$ cat config.mk
export PLATFORM = sky130hd
export DESIGN_NAME = scene_mixer_flat
export DESIGN_NICKNAME = d
export VERILOG_FILES = /design/src/rtl/scene_mixer_if.sv /design/src/rtl/scene_mixer.sv /design/src/flat_wrapper.sv
export SDC_FILE = /design/constraint.sdc
export NUM_CORES = 1
export LEC_CHECK = 0
export CAP_MARGIN = 20
export CORE_MARGIN = 2
export CORE_UTILIZATION = 43
export DETAILED_ROUTE_END_ITERATION = 16
export PLACE_DENSITY_LB_ADDON = 0.08
export SLEW_MARGIN = 15
export SYNTH_ARGS = -nofsm -noshare
export SYNTH_HDL_FRONTEND = slang
export SYNTH_SLANG_ARGS = --single-unit
$ cat constraint.sdc
create_clock -name clk -period 2.95 [get_ports clk]
set_clock_uncertainty 0.2 [all_clocks]
set_input_delay 0.59 -clock clk [delete_from_list [all_inputs] [get_ports clk]]
set_output_delay 0.59 -clock clk [all_outputs]
set_load 0.05 [all_outputs]
$ cat src/rtl/scene_mixer_if.sv
// Purpose: bundles the compositor inputs (layers, screen colours, game events) and its pixel/mode outputs.
// Latency: none, wiring only.
// Backpressure: none; the pixel stream runs at full rate with no ready path.
interface scene_mixer_if #(
    parameter int NUM_LAYERS = 8,
    parameter int RGB_W      = 12
);
    localparam int IDX_W = (NUM_LAYERS > 1) ? $clog2(NUM_LAYERS) : 1;

    logic [NUM_LAYERS-1:0]       layer_en;
    logic [NUM_LAYERS-1:0]       layer_key_en;
    logic [NUM_LAYERS*RGB_W-1:0] layer_rgb;
    logic [RGB_W-1:0]            background_rgb;
    logic [RGB_W-1:0]            start_rgb;
    logic [RGB_W-1:0]            end_rgb;
    logic                        frame_start;
    logic                        start_key;
    logic                        game_over;

    logic [RGB_W-1:0]            pix_rgb;
    logic                        hit_valid;
    logic [IDX_W-1:0]            hit_layer;
    logic [1:0]                  mode;
    logic                        game_rst;

    // Upstream side: element judges, video timing and the VGA driver.
    modport master (
        output layer_en, layer_key_en, layer_rgb, background_rgb, start_rgb, end_rgb,
               frame_start, start_key, game_over,
        input  pix_rgb, hit_valid, hit_layer, mode, game_rst
    );

    // The mixer itself.
    modport slave (
        input  layer_en, layer_key_en, layer_rgb, background_rgb, start_rgb, end_rgb,
               frame_start, start_key, game_over,
        output pix_rgb, hit_valid, hit_layer, mode, game_rst
    );
endinterface

$ cat src/rtl/scene_mixer.sv
// Purpose: priority-composites NUM_LAYERS keyed layers over a background and runs the START/PLAY/OVER screen FSM.
// Latency: 2 clk from layer inputs to pix_rgb/hit_*; mode changes only on frame_start cycles.
// Backpressure: none; accepts one pixel per clock, requests are held in a one-entry pending flag.
module scene_mixer #(
    parameter int               NUM_LAYERS      = 8,
    parameter int               RGB_W           = 12,
    parameter logic [RGB_W-1:0] KEY_COLOR       = '0,
    parameter int               END_HOLD_FRAMES = 120
) (
    input  logic          clk,
    input  logic          rst,
    scene_mixer_if.slave  bus
);
    localparam int IDX_W  = (NUM_LAYERS > 1) ? $clog2(NUM_LAYERS) : 1;
    localparam int HOLD_W = (END_HOLD_FRAMES > 0) ? $clog2(END_HOLD_FRAMES + 1) : 1;
    localparam logic [HOLD_W-1:0] HOLD_LOAD = HOLD_W'(END_HOLD_FRAMES);

    typedef enum logic [1:0] {
        MODE_START = 2'd0,
        MODE_PLAY  = 2'd1,
        MODE_OVER  = 2'd2
    } mode_t;

    mode_t              mode, mode_nxt;
    logic               pend_vld, pend_nxt;
    logic [HOLD_W-1:0]  hold_cnt, hold_nxt;
    logic               go_armed;
    logic               in_play_q;
    logic               game_rst_q;
    logic               req;
    logic               pend_eff;

    // Stage-1 winner search and registers.
    logic               win_found;
    logic [IDX_W-1:0]   win_idx;
    logic [RGB_W-1:0]   win_rgb;
    logic               s1_found;
    logic [IDX_W-1:0]   s1_idx;
    logic [RGB_W-1:0]   s1_rgb;
    logic [RGB_W-1:0]   s1_bg;
    logic [RGB_W-1:0]   s1_start;
    logic [RGB_W-1:0]   s1_end;
    mode_t              s1_mode;

    // Stage-2 output registers.
    logic [RGB_W-1:0]   pix_q;
    logic               hit_vld_q;
    logic [IDX_W-1:0]   hit_layer_q;

    // Screen FSM next state: latch the request for this mode, apply it only on frame_start.
    always_comb begin
        mode_nxt = mode;
        pend_nxt = pend_vld;
        hold_nxt = hold_cnt;
        req      = 1'b0;
        unique case (mode)
            MODE_START: req = bus.start_key;
            MODE_PLAY:  req = bus.game_over && go_armed;
            MODE_OVER:  req = bus.start_key && (hold_cnt == '0);
            default:    req = 1'b0;
        endcase
        pend_eff = pend_vld || req;
        if (bus.frame_start) begin
            pend_nxt = 1'b0;
            unique case (mode)
                MODE_START: begin
                    if (pend_eff) mode_nxt = MODE_PLAY;
                end
                MODE_PLAY: begin
                    if (pend_eff) begin
                        mode_nxt = MODE_OVER;
                        hold_nxt = HOLD_LOAD;
                    end
                end
                MODE_OVER: begin
                    if (pend_eff)
                        mode_nxt = MODE_PLAY;
                    else if (hold_cnt == '0)
                        mode_nxt = MODE_START;
                    else
                        hold_nxt = hold_cnt - HOLD_W'(1);
                end
                default: mode_nxt = MODE_START;
            endcase
        end else begin
            pend_nxt = pend_eff;
        end
    end

    // Screen FSM state, pending request and OVER hold counter.
    always_ff @(posedge clk or negedge rst) begin
        if (!rst) begin
            mode     <= MODE_START;
            pend_vld <= 1'b0;
            hold_cnt <= '0;
        end else begin
            mode     <= mode_nxt;
            pend_vld <= pend_nxt;
            hold_cnt <= hold_nxt;
        end
    end

    // game_over is only trusted after it has been seen low in this PLAY session; game_rst fires the cycle after PLAY entry.
    always_ff @(posedge clk or negedge rst) begin
        if (!rst) begin
            go_armed   <= 1'b0;
            in_play_q  <= 1'b0;
            game_rst_q <= 1'b0;
        end else begin
            go_armed   <= (mode == MODE_PLAY) && (go_armed || !bus.game_over);
            in_play_q  <= (mode == MODE_PLAY);
            game_rst_q <= (mode == MODE_PLAY) && !in_play_q;
        end
    end

    // Lowest-index qualifying layer wins; keyed layers showing KEY_COLOR are see-through.
    always_comb begin
        win_found = 1'b0;
        win_idx   = '0;
        win_rgb   = '0;
        for (int i = NUM_LAYERS - 1; i >= 0; i--) begin
            if (bus.layer_en[i] &&
                !(bus.layer_key_en[i] && (bus.layer_rgb[i*RGB_W +: RGB_W] == KEY_COLOR))) begin
                win_found = 1'b1;
                win_idx   = IDX_W'(i);
                win_rgb   = bus.layer_rgb[i*RGB_W +: RGB_W];
            end
        end
    end

    // Stage 1: capture the winner, the screen colours and the mode seen by this pixel.
    always_ff @(posedge clk or negedge rst) begin
        if (!rst) begin
            s1_found <= 1'b0;
            s1_idx   <= '0;
            s1_rgb   <= '0;
            s1_bg    <= '0;
            s1_start <= '0;
            s1_end   <= '0;
            s1_mode  <= MODE_START;
        end else begin
            s1_found <= win_found;
            s1_idx   <= win_idx;
            s1_rgb   <= win_rgb;
            s1_bg    <= bus.background_rgb;
            s1_start <= bus.start_rgb;
            s1_end   <= bus.end_rgb;
            s1_mode  <= mode;
        end
    end

    // Stage 2: pick the final pixel by screen mode; hits are only reported in PLAY.
    always_ff @(posedge clk or negedge rst) begin
        if (!rst) begin
            pix_q       <= '0;
            hit_vld_q   <= 1'b0;
            hit_layer_q <= '0;
        end else begin
            hit_vld_q   <= 1'b0;
            hit_layer_q <= '0;
            unique case (s1_mode)
                MODE_START: pix_q <= s1_start;
                MODE_PLAY: begin
                    if (s1_found) begin
                        pix_q       <= s1_rgb;
                        hit_vld_q   <= 1'b1;
                        hit_layer_q <= s1_idx;
                    end else begin
                        pix_q <= s1_bg;
                    end
                end
                default: pix_q <= s1_end;
            endcase
        end
    end

    assign bus.pix_rgb   = pix_q;
    assign bus.hit_valid = hit_vld_q;
    assign bus.hit_layer = hit_layer_q;
    assign bus.mode      = mode;
    assign bus.game_rst  = game_rst_q;
endmodule

$ cat src/flat_wrapper.sv
// flat-port wrapper written by rule: the top's interface ports become plain ports
module scene_mixer_flat 
#(
    parameter int               NUM_LAYERS      = 8,
    parameter int               RGB_W           = 12,
    parameter logic [RGB_W-1:0] KEY_COLOR       = '0,
    parameter int               END_HOLD_FRAMES = 120
)
  (clk, rst, bus_layer_en, bus_layer_key_en, bus_layer_rgb, bus_background_rgb, bus_start_rgb, bus_end_rgb, bus_frame_start, bus_start_key, bus_game_over, bus_pix_rgb, bus_hit_valid, bus_hit_layer, bus_mode, bus_game_rst);
  scene_mixer_if #(.NUM_LAYERS(NUM_LAYERS), .RGB_W(RGB_W)) bus_i ();
  input  logic clk;
  input  logic rst;
  input wire logic [$bits(bus_i.layer_en)-1:0] bus_layer_en;
  input wire logic [$bits(bus_i.layer_key_en)-1:0] bus_layer_key_en;
  input wire logic [$bits(bus_i.layer_rgb)-1:0] bus_layer_rgb;
  input wire logic [$bits(bus_i.background_rgb)-1:0] bus_background_rgb;
  input wire logic [$bits(bus_i.start_rgb)-1:0] bus_start_rgb;
  input wire logic [$bits(bus_i.end_rgb)-1:0] bus_end_rgb;
  input wire logic [$bits(bus_i.frame_start)-1:0] bus_frame_start;
  input wire logic [$bits(bus_i.start_key)-1:0] bus_start_key;
  input wire logic [$bits(bus_i.game_over)-1:0] bus_game_over;
  output wire logic [$bits(bus_i.pix_rgb)-1:0] bus_pix_rgb;
  output wire logic [$bits(bus_i.hit_valid)-1:0] bus_hit_valid;
  output wire logic [$bits(bus_i.hit_layer)-1:0] bus_hit_layer;
  output wire logic [$bits(bus_i.mode)-1:0] bus_mode;
  output wire logic [$bits(bus_i.game_rst)-1:0] bus_game_rst;
  assign bus_i.layer_en = bus_layer_en;
  assign bus_i.layer_key_en = bus_layer_key_en;
  assign bus_i.layer_rgb = bus_layer_rgb;
  assign bus_i.background_rgb = bus_background_rgb;
  assign bus_i.start_rgb = bus_start_rgb;
  assign bus_i.end_rgb = bus_end_rgb;
  assign bus_i.frame_start = bus_frame_start;
  assign bus_i.start_key = bus_start_key;
  assign bus_i.game_over = bus_game_over;
  assign bus_pix_rgb = bus_i.pix_rgb;
  assign bus_hit_valid = bus_i.hit_valid;
  assign bus_hit_layer = bus_i.hit_layer;
  assign bus_mode = bus_i.mode;
  assign bus_game_rst = bus_i.game_rst;
  scene_mixer #(.NUM_LAYERS(NUM_LAYERS), .RGB_W(RGB_W), .KEY_COLOR(KEY_COLOR), .END_HOLD_FRAMES(END_HOLD_FRAMES)) u_core (.clk(clk), .rst(rst), .bus(bus_i));
endmodule
==> impl_metrics.json, run 1 <==
{
  "tns_ps": 0,
  "path_max_fanout": 4,
  "io_pins": 172,
  "post_cts_buffers": 0,
  "fmax_ghz": 0.341,
  "holdCritPathClass": "in -> async",
  "antenna_left": 0,
  "mostFrequentLayoutCells": "clkdlybuf4s50_1 (170), dfrtp_1 (83), buf_4 (71)",
  "fp-row-count": 35,
  "report.final.setup_viol": 0,
  "syn_inst": 402,
  "async_flop_share": 1.00,
  "cts_made_buffers": 9,
  "cts_resized": 0,
  "status": "finished, violations left",
  "antenna_cells": 0,
  "drv_cap": 0,
  "h-tree-depth": 3,
  "coreArea_mm2": 0.00928,
  "clock-sinks": 83,
  "crit_chain": "clkdlybuf4s50_1, or4b_1, o41a_1, buf_4, a311oi_1, o311a_1, o41ai_2",
  "postSynthRegisterBits": 83,
  "critPathLaunchType": "input port",
  "grt_pass1_vias": 4289,
  "viasPerCell": 5.49,
  "clk_pin_slew_ps": 80,
  "drt_iter0_markers": 180,
  "root_buffer": "clkbuf_8",
  "antenna_found_initial": 0,
  "wl_per_cell_um": 17.6,
  "timing.slew.headroom": 0.568,
  "violations": "negative hold slack",
  "worstSetupStartpoint": "bus_layer_rgb[67]",
  "cts_tree": "yes",
  "drc_errors": 0,
  "crit_path_end_kind": "register",
  "arrival_ps": 2950,
  "r2r-start": "u_core.hold_cnt[2]",
  "cpPeakStageDelay_ps": 610,
  "insertion_delay_ps": 350,
  "leakage_nw": 2.85,
  "tightest_slew_ps": 649,
  "syn-num-nets": 557,
  "grt_usage": 0.265,
  "vias": 4234,
  "hold_violations": 5,
  "drive_above_1_share": 0.165,
  "ctsLongestPathBuffers": 2,
  "power_density_mw_per_mm2": 573,
  "overflow": 0,
  "drv_slew": 0,
  "synth_edf_count": 0,
  "dp_hpwl_um": 11200,
  "syn_to_final_growth_pct": 62.3,
  "crit_required_ps": 2970,
  "wirelength_um": 13600,
  "grt_start_max_net_pins": 47,
  "final_nets": 793,
  "fin_crit_sh": 0.993,
  "cp_slowest_cell": "or4b_1",
  "dieWidth_um": 102,
  "irDropWorstVdd_mv": 0.427,
  "io_buffers": 171,
  "syn_area_per_cell_um2": 10.2,
  "firstDrtPassIters": 5,
  "dieArea_mm2": 0.0104,
  "worstSetupPathType": "in -> reg",
  "initial_core_util": 0.443,
  "ctsHoldBuffers": 0,
  "ys_seq_area_frac": 0.505,
  "final_common_cell": "clkdlybuf4s50_1",
  "die_y_um": 102,
  "period_minus_slack_ps": 2930,
  "ys_warn_count": 0,
  "grt_pass1_wl_um": 21000,
  "synth_cell_types": 54,
  "ys.flop_type": "dfrtp_1",
  "finalWeightedCongestion": 0.931,
  "rsz0062_at_grt": "false",
  "timing.hold.ws_ps": -9.23,
  "syn_area_mm2": 0.00412
}
[stage by stage]
stage / instances / total power [W] / worst slack (ps) / instance area (um^2) / util
5_1_grt: 771 / 0.00404 / 16.0 / 6680 / 0.720
6_report: 771 / 0.00383 / 20.2 / 6680 / 0.720
2_1_floorplan: 402 / 0.00236 / 294 / 4120 / -
3_3_place_gp: 756 / 0.00301 / -279 / 6460 / 0.696
3_5_place_dp: 756 / 0.00306 / -354 / 6460 / 0.696
4_1_cts: 771 / 0.00384 / 19.3 / 6660 / 0.717
[power breakdown]
part	internal [W]	switching, W
Combinational	0.000652	0.000846
Sequential	0.00136	0.000182
Clock	0.000410	0.000381
[state kept, by name, indices dropped and copies added, names as in the netlist]
name and flops:
u_core.bus.pix_rgb 12, u_core.s1_end 12, u_core.s1_idx 3, u_core.s1_start 12
u_core.bus.hit_layer 3, u_core.go_armed 1, u_core.pend_vld 1, u_core.s1_found 1
u_core.s1_rgb 12, u_core.bus.mode 2, u_core.bus.game_rst 1, u_core.s1_bg 12
u_core.hold_cnt 7, u_core.s1_mode 2, u_core.bus.hit_valid 1, u_core.in_play_q 1
[cells in the mapped netlist, types with 3 or more instances]
master | instances | area share
o22ai_1 | 7 | 0.011
inv_1 | 11 | 0.010
nand2b_1 | 4 | 0.0061
clkbuf_1 | 12 | 0.011
or4b_1 | 5 | 0.012
nor4b_1 | 3 | 0.0064
mux2i_1 | 17 | 0.041
nand4_1 | 3 | 0.0046
o31ai_1 | 6 | 0.011
nor3_1 | 6 | 0.0073
a21oi_1 | 11 | 0.013
nor2_1 | 28 | 0.026
or2_2 | 7 | 0.011
and3_1 | 5 | 0.0076
dfrtp_1 | 83 | 0.50
nand3_1 | 9 | 0.011
or3_1 | 8 | 0.012
nand2_1 | 45 | 0.041
and2_1 | 11 | 0.017
a221oi_1 | 8 | 0.017
o32ai_1 | 4 | 0.0085
a31oi_1 | 3 | 0.0046
a311oi_1 | 5 | 0.011
nor4_1 | 3 | 0.0046
o41ai_2 | 5 | 0.020
buf_2 | 4 | 0.0049
a211oi_1 | 4 | 0.0073
or4_1 | 9 | 0.016
o21ai_0 | 38 | 0.046
o41a_1 | 7 | 0.019
[layout make-up]
class                           instances  area (um^2)
Fill cell                             713         2600
Timing Repair Buffer                  242         2250
Sequential cell                        83         2080
Multi-Input combinational cell        291         1950
Tap cell                              129          161
Clock buffer                           11          141
Clock inverter                          4         51.3
Inverter                               11         41.3
[critical path, delay by kind of cell]
family	cells	cell delay, ps
compound gates	4	1130
buf+inv	2	620
simple gates	1	610
[cells by family after synthesis]
kind of cell,Yosys count,synth area share
simple gates,151,0.195
fa+ha+maj,2,0.00608
flops,83,0.505
buf+inv,28,0.0267
mux,18,0.0441
compound gates,120,0.224
[path summary, 6_finish.rpt]
| check | slack (ps) | cells after the start | end |
|---|---|---|---|
| setup / recovery | 20 | 7 | u_core.s1_rgb[10] |
| hold / removal | -9 | 1 | u_core.s1_end[10] |
| setup reg to reg | 380 | 5 | u_core.hold_cnt[0] |
| hold reg to reg | 200 | 1 | u_core.bus.game_rst |
| max in group asynchronous | 1960 | 2 | u_core.hold_cnt[6] |
| min in group clk | 200 | 1 | u_core.bus.game_rst |
[routing by layer]
layer  track usage  vias to the layer above  wire length [um]
li1              -                     1993                 -
met1         0.349                     1960              5700
met2         0.427                      241              6270
met3        0.0451                       40              1050
met4         0.125                        0               569
met5             0                        -                 0
No activity file was read; power rests on OpenSTA's default activity.
==> inputs of run 2 (changes only) <==
--- a/config.mk
+++ b/config.mk
@@ -9,6 +9,7 @@
 export CORE_MARGIN = 2
 export CORE_UTILIZATION = 43
 export DETAILED_ROUTE_END_ITERATION = 16
+export MAX_ROUTING_LAYER = met4
 export PLACE_DENSITY_LB_ADDON = 0.08
 export SLEW_MARGIN = 15
 export SYNTH_ARGS = -nofsm -noshare
==> impl_metrics.json, run 2 (synthesis gave the netlist of run 1 again) <==
{
  "status": "completed",
  "final_cell_area_mm2": 0.00671,
  "drc_errors": 0,
  "h-tree-depth": 3,
  "antenna_found_initial": 0,
  "clock-sinks": 83,
  "antenna_cells": 0,
  "final_common_cell": "clkdlybuf4s50_1",
  "overflow": 0,
  "critPathLaunchType": "input port",
  "grt_pass1_wl_um": 21300,
  "io_buffers": 171,
  "irDropWorstVdd_mv": 0.425,
  "crit_path_end_kind": "register",
  "vias": 4256,
  "syn_to_final_growth_pct": 63.0,
  "finalWeightedCongestion": 0.972,
  "post_cts_buffers": 0,
  "ctsLongestPathBuffers": 2,
  "grt_usage": 0.278,
  "holdPathStages": 1,
  "drive_above_1_share": 0.172,
  "io_pins": 172,
  "pre_cts_ws_ps": -345,
  "fmax_ghz": 0.341,
  "worst_r2r_path_depth": 5,
  "worstSetupPathType": "in -> reg",
  "rsz0062_at_grt": "true",
  "hold_violations": 0,
  "fp-row-count": 35,
  "initial_core_util": 0.443,
  "final_nets": 794,
  "power_density_mw_per_mm2": 572,
  "path_max_fanout": 5,
  "drt_iter0_markers": 177,
  "cts_made_buffers": 9,
  "tightest_slew_ps": 650,
  "die_y_um": 102,
  "coreArea_mm2": 0.00928,
  "crit_required_ps": 3000,
  "drv_slew": 0,
  "viasPerCell": 5.51,
  "drv_cap": 0,
  "wl_per_cell_um": 17.6,
  "cts_tree": "yes",
  "mostFrequentLayoutCells": "clkdlybuf4s50_1 (170), dfrtp_1 (83), buf_4 (72)",
  "firstDrtPassIters": 5,
  "dp_hpwl_um": 11400,
  "report.final.setup_viol": 0,
  "timing.slew.headroom": 0.567,
  "grt_pass1_vias": 4338,
  "fin_crit_sh": 0.993,
  "period_minus_slack_ps": 2930,
  "wirelength_um": 13600,
  "insertion_delay_ps": 350,
  "clk_pin_slew_ps": 80,
  "root_buffer": "clkbuf_8",
  "arrival_ps": 2980,
  "antenna_left": 0,
  "holdCritPathClass": "reg -> reg",
  "leakage_nw": 2.87,
  "grt_start_max_net_pins": 33,
  "dieArea_mm2": 0.0104,
  "dpl_cell_area_mm2": 0.00645,
  "setup_slack_ps": 21.3,
  "dieWidth_um": 102
}
[run 2: metal layers]
metal,wire (um),global-route usage
met2,6500,0.445
met3,1050,0.0287
met4,524,0.136
met1,5580,0.352
met5,0,-
[run 2: cell type report]
type | count | area, um^2
Fill cell | 707 | 2570
Timing Repair Buffer | 243 | 2250
Sequential cell | 83 | 2080
Multi-Input combinational cell | 291 | 1980
Tap cell | 129 | 161
Clock buffer | 9 | 124
Clock inverter | 7 | 76.3
Inverter | 11 | 41.3
[run 2: path summary, 6_finish.rpt]
check,from,endpoint,slack [ps]
worst min-delay path,u_core.in_play_q,u_core.bus.game_rst,200
worst max register to register,u_core.hold_cnt[2],u_core.hold_cnt[0],430
worst max-delay path,bus_layer_rgb[55],u_core.s1_rgb[0],20
max in group asynchronous,rst,u_core.s1_bg[5],1320
worst min register to register,u_core.in_play_q,u_core.bus.game_rst,200
min in group asynchronous,rst,u_core.s1_start[5],510
[run 2: repair_timing]
action	CTS	global route
hold buffers	1	0
endpoints found under the setup margin	0	6
hold endpoints to repair	30	0
resized for setup	0	7
[run 2: power breakdown]
part           total [W]  internal (W)  switching (W)
clock network   0.000797      0.000395       0.000402
registers        0.00154       0.00136       0.000178
logic            0.00150      0.000651       0.000848
total            0.00383       0.00241        0.00143
[run 2: worst max-delay path: stages]
cell             delay, ps
clkdlybuf4s50_1        460
or4b_4                 580
o41ai_4                340
buf_4                  170
buf_4                  130
buf_4                  120
nor2_1                  40
o311a_1                290
o31ai_2                260
[run 2: per-stage QoR]
step                      total power, W  instances  hold WS [ps]   util  TNS [ps]
final                            0.00383        773           199  0.723         0
after global routing             0.00405        773           207  0.723     -59.7
after CTS                        0.00385        773           200  0.718         0
after global placement           0.00301        756           188  0.695     -3020
after detailed placement         0.00304        756           189  0.695     -3250
after floorplan                  0.00236        402          94.4      -         0
==> inputs of run 3 (changes only) <==
--- a/config.mk
+++ b/config.mk
@@ -7,10 +7,11 @@
 export LEC_CHECK = 0
 export CAP_MARGIN = 20
 export CORE_MARGIN = 2
-export CORE_UTILIZATION = 43
+export CORE_UTILIZATION = 39
 export DETAILED_ROUTE_END_ITERATION = 16
+export HOLD_SLACK_MARGIN = 0.12
 export MAX_ROUTING_LAYER = met4
-export PLACE_DENSITY_LB_ADDON = 0.08
+export PLACE_DENSITY = 0.77
 export SLEW_MARGIN = 15
 export SYNTH_ARGS = -nofsm -noshare
 export SYNTH_HDL_FRONTEND = slang
==> constraint.sdc (replaced) <==
create_clock -name clk -period 2.4 [get_ports clk]
set_clock_uncertainty 0.2 [all_clocks]
set_input_delay 0.48 -clock clk [delete_from_list [all_inputs] [get_ports clk]]
set_output_delay 0.48 -clock clk [all_outputs]
set_load 0.05 [all_outputs]
==> impl_metrics.json, run 3 (synthesis gave the netlist of run 1 again) <==
{
  "fill_cells": 752,
  "holdPathStages": 1,
  "setup_slack_ps": -33.1,
  "period_minus_slack_ps": 2430,
  "power_density_mw_per_mm2": 661,
  "timing.hold.ws_ps": 199,
  "path_common_cell": "buf_4",
  "switchingPower_w": 0.00183,
  "hold_start": "u_core.in_play_q",
  "cp_slowest_cell": "or4b_4",
  "drv_slew": 0,
  "initial_core_util": 0.401,
  "fp-row-count": 37,
  "grt_pass1_wl_um": 25400,
  "dieWidth_um": 107,
  "power_frac_clock": 0.201,
  "mostFrequentLayoutCells": "buf_4 (130), clkdlybuf4s50_1 (97), dfrtp_1 (83)",
  "reg2reg_to": "u_core.hold_cnt[0]",
  "wirelength_um": 16600,
  "final_cell_area_mm2": 0.00754,
  "crit_path_end_kind": "register",
  "crit_required_ps": 2470,
  "arrival_ps": 2510,
  "fmax_ghz": 0.411,
  "total_power_w": 0.00498,
  "irDropWorstVdd_mv": 0.602,
  "report.final.setup_viol": 2,
  "vias": 4602,
  "rsz0062_at_grt": "true",
  "netSwitchingFraction": 0.368,
  "internal-power_w": 0.00315,
  "worstHoldEndpoint": "u_core.bus.game_rst",
  "critPathLaunchType": "input port",
  "drt_iter0_markers": 298,
  "cpPeakStageDelay_ps": 500,
  "crit_chain": "dlygate4sd2_1, or4b_4, buf_6, o41ai_4, buf_4, buf_4, buf_4, and3_1, a211oi_1, a21oi_2",
  "drv_cap": 0,
  "hold_violations": 0,
  "finalWeightedCongestion": 1.00,
  "antenna_left": 0,
  "insertion_delay_ps": 350,
  "status": "finished, violations left",
  "grt_start_max_net_pins": 42,
  "p_comb_frac": 0.430,
  "clock-sinks": 83,
  "cts_made_buffers": 9,
  "io_buffers": 171,
  "drc_errors": 0,
  "grt_usage": 0.300,
  "die_y_um": 107,
  "final_common_cell": "buf_4",
  "viasPerCell": 5.45,
  "syn_to_final_growth_pct": 83.2,
  "cts_tree": "yes",
  "pre_cts_ws_ps": -783,
  "fin_crit_sh": 1.01,
  "worst_r2r_path_depth": 5,
  "firstDrtPassIters": 7,
  "path_max_fanout": 3,
  "grt_pass1_vias": 5003,
  "crit_buf_inv": 5,
  "final_nets": 860,
  "dpl_cell_area_mm2": 0.00684,
  "drive_above_1_share": 0.352,
  "worstSetupPathType": "in -> reg",
  "leakage_nw": 3.44,
  "r2r-start": "u_core.hold_cnt[2]",
  "r2r_slack_ps": 150,
  "dieArea_mm2": 0.0114,
  "antenna_found_initial": 1,
  "clk_pin_slew_ps": 80,
  "cp_top_family": "buffers and inverters",
  "wl_per_cell_um": 19.6,
  "coreArea_mm2": 0.0103,
  "h-tree-depth": 3,
  "io_pins": 172,
  "root_buffer": "clkbuf_8",
  "holdCritPathClass": "reg -> reg",
  "timing.slew.headroom": 0.557,
  "tightest_slew_ps": 664,
  "ctsLongestPathBuffers": 2,
  "dp_hpwl_um": 13600,
  "p_seq_frac": 0.369,
  "overflow": 0,
  "violations": "negative setup slack"
}
run 3: cell types whose count changed in the layout (fill, tap and decap cells not counted), moves of 6 or more:
cell	change
buf_4	+58
clkdlybuf4s50_1	-73
clkdlybuf4s15_1	+13
clkbuf_2	+12
or3_4	+6
o21ai_0	-7
or3_1	-6
dlygate4sd2_1	+35
buf_6	+7
dlymetal6s2s_1	+9
run 3: worst register-to-register path: stages (launching register included):
cell and delay, ps:
dfrtp_1 380, or4_1 560, nor3b_1 340, o31a_1 200
nand2b_1 130, mux2_2 330
run 3: worst max-delay path by stage:
stage / start / end / slack, ps / cells after the start
floorplan: bus_layer_rgb[72] / u_core.s1_rgb[10] / -20 / 5
global placement: bus_layer_rgb[2] / u_core.s1_rgb[2] / -840 / 7
detailed placement: bus_layer_rgb[2] / u_core.s1_rgb[2] / -780 / 7
CTS: bus_layer_rgb[59] / u_core.s1_rgb[1] / 0.8 / 7
global route: bus_layer_rgb[33] / u_core.s1_rgb[4] / -90 / 10
finish: bus_layer_rgb[33] / u_core.s1_rgb[4] / -30 / 10
run 3: power groups by stage:
stage | Sequential (W) | Clock [W] | Combinational [W]
after floorplan | 0.00231 | 0 | 0.000598
after global placement | 0.00185 | 0 | 0.00199
after detailed placement | 0.00186 | 0 | 0.00205
after CTS | 0.00184 | 0.00102 | 0.00210
after global routing | 0.00187 | 0.00108 | 0.00229
final | 0.00184 | 0.00100 | 0.00214
run 3: metal layers:
metal | GRT usage | up-vias | wire length (um)
li1 | - | 2125 | -
met1 | 0.350 | 2232 | 6840
met2 | 0.535 | 206 | 8420
met3 | 0.0426 | 39 | 922
met4 | 0.0983 | 0 | 395
met5 | - | - | 0
run 3: metrics by stage:
| step | util | std cells | setup TNS [ps] |
|---|---|---|---|
| after detailed placement | 0.665 | 811 | -11050 |
| after floorplan | - | 402 | -53.1 |
| after global routing | 0.734 | 845 | -191 |
| final | 0.734 | 845 | -36.2 |
| after CTS | 0.717 | 836 | 0 |
| after global placement | 0.665 | 811 | -10870 |
run 3: final cells by class:
class	instances	area (um^2)	share of cell area
diodes	1	2.50	0.000332
clock buffers	12	165	0.0219
clock inverters	2	35.0	0.00465
inverters	11	41.3	0.00548
multi-input cells	291	2360	0.313
flip-flops and latches	83	2080	0.275
well taps	136	170	0.0226
repair buffers	309	2690	0.357
run 3: timing repair:
item | 4_1_cts | 5_1_grt
buffers inserted | 11 | 9
hold buffers | 1 | 0
pin swaps | 49 | 32
endpoints found under the hold margin | 38 | 0
endpoints found under the setup margin | 17 | 16
gates resized for setup | 155 | 56
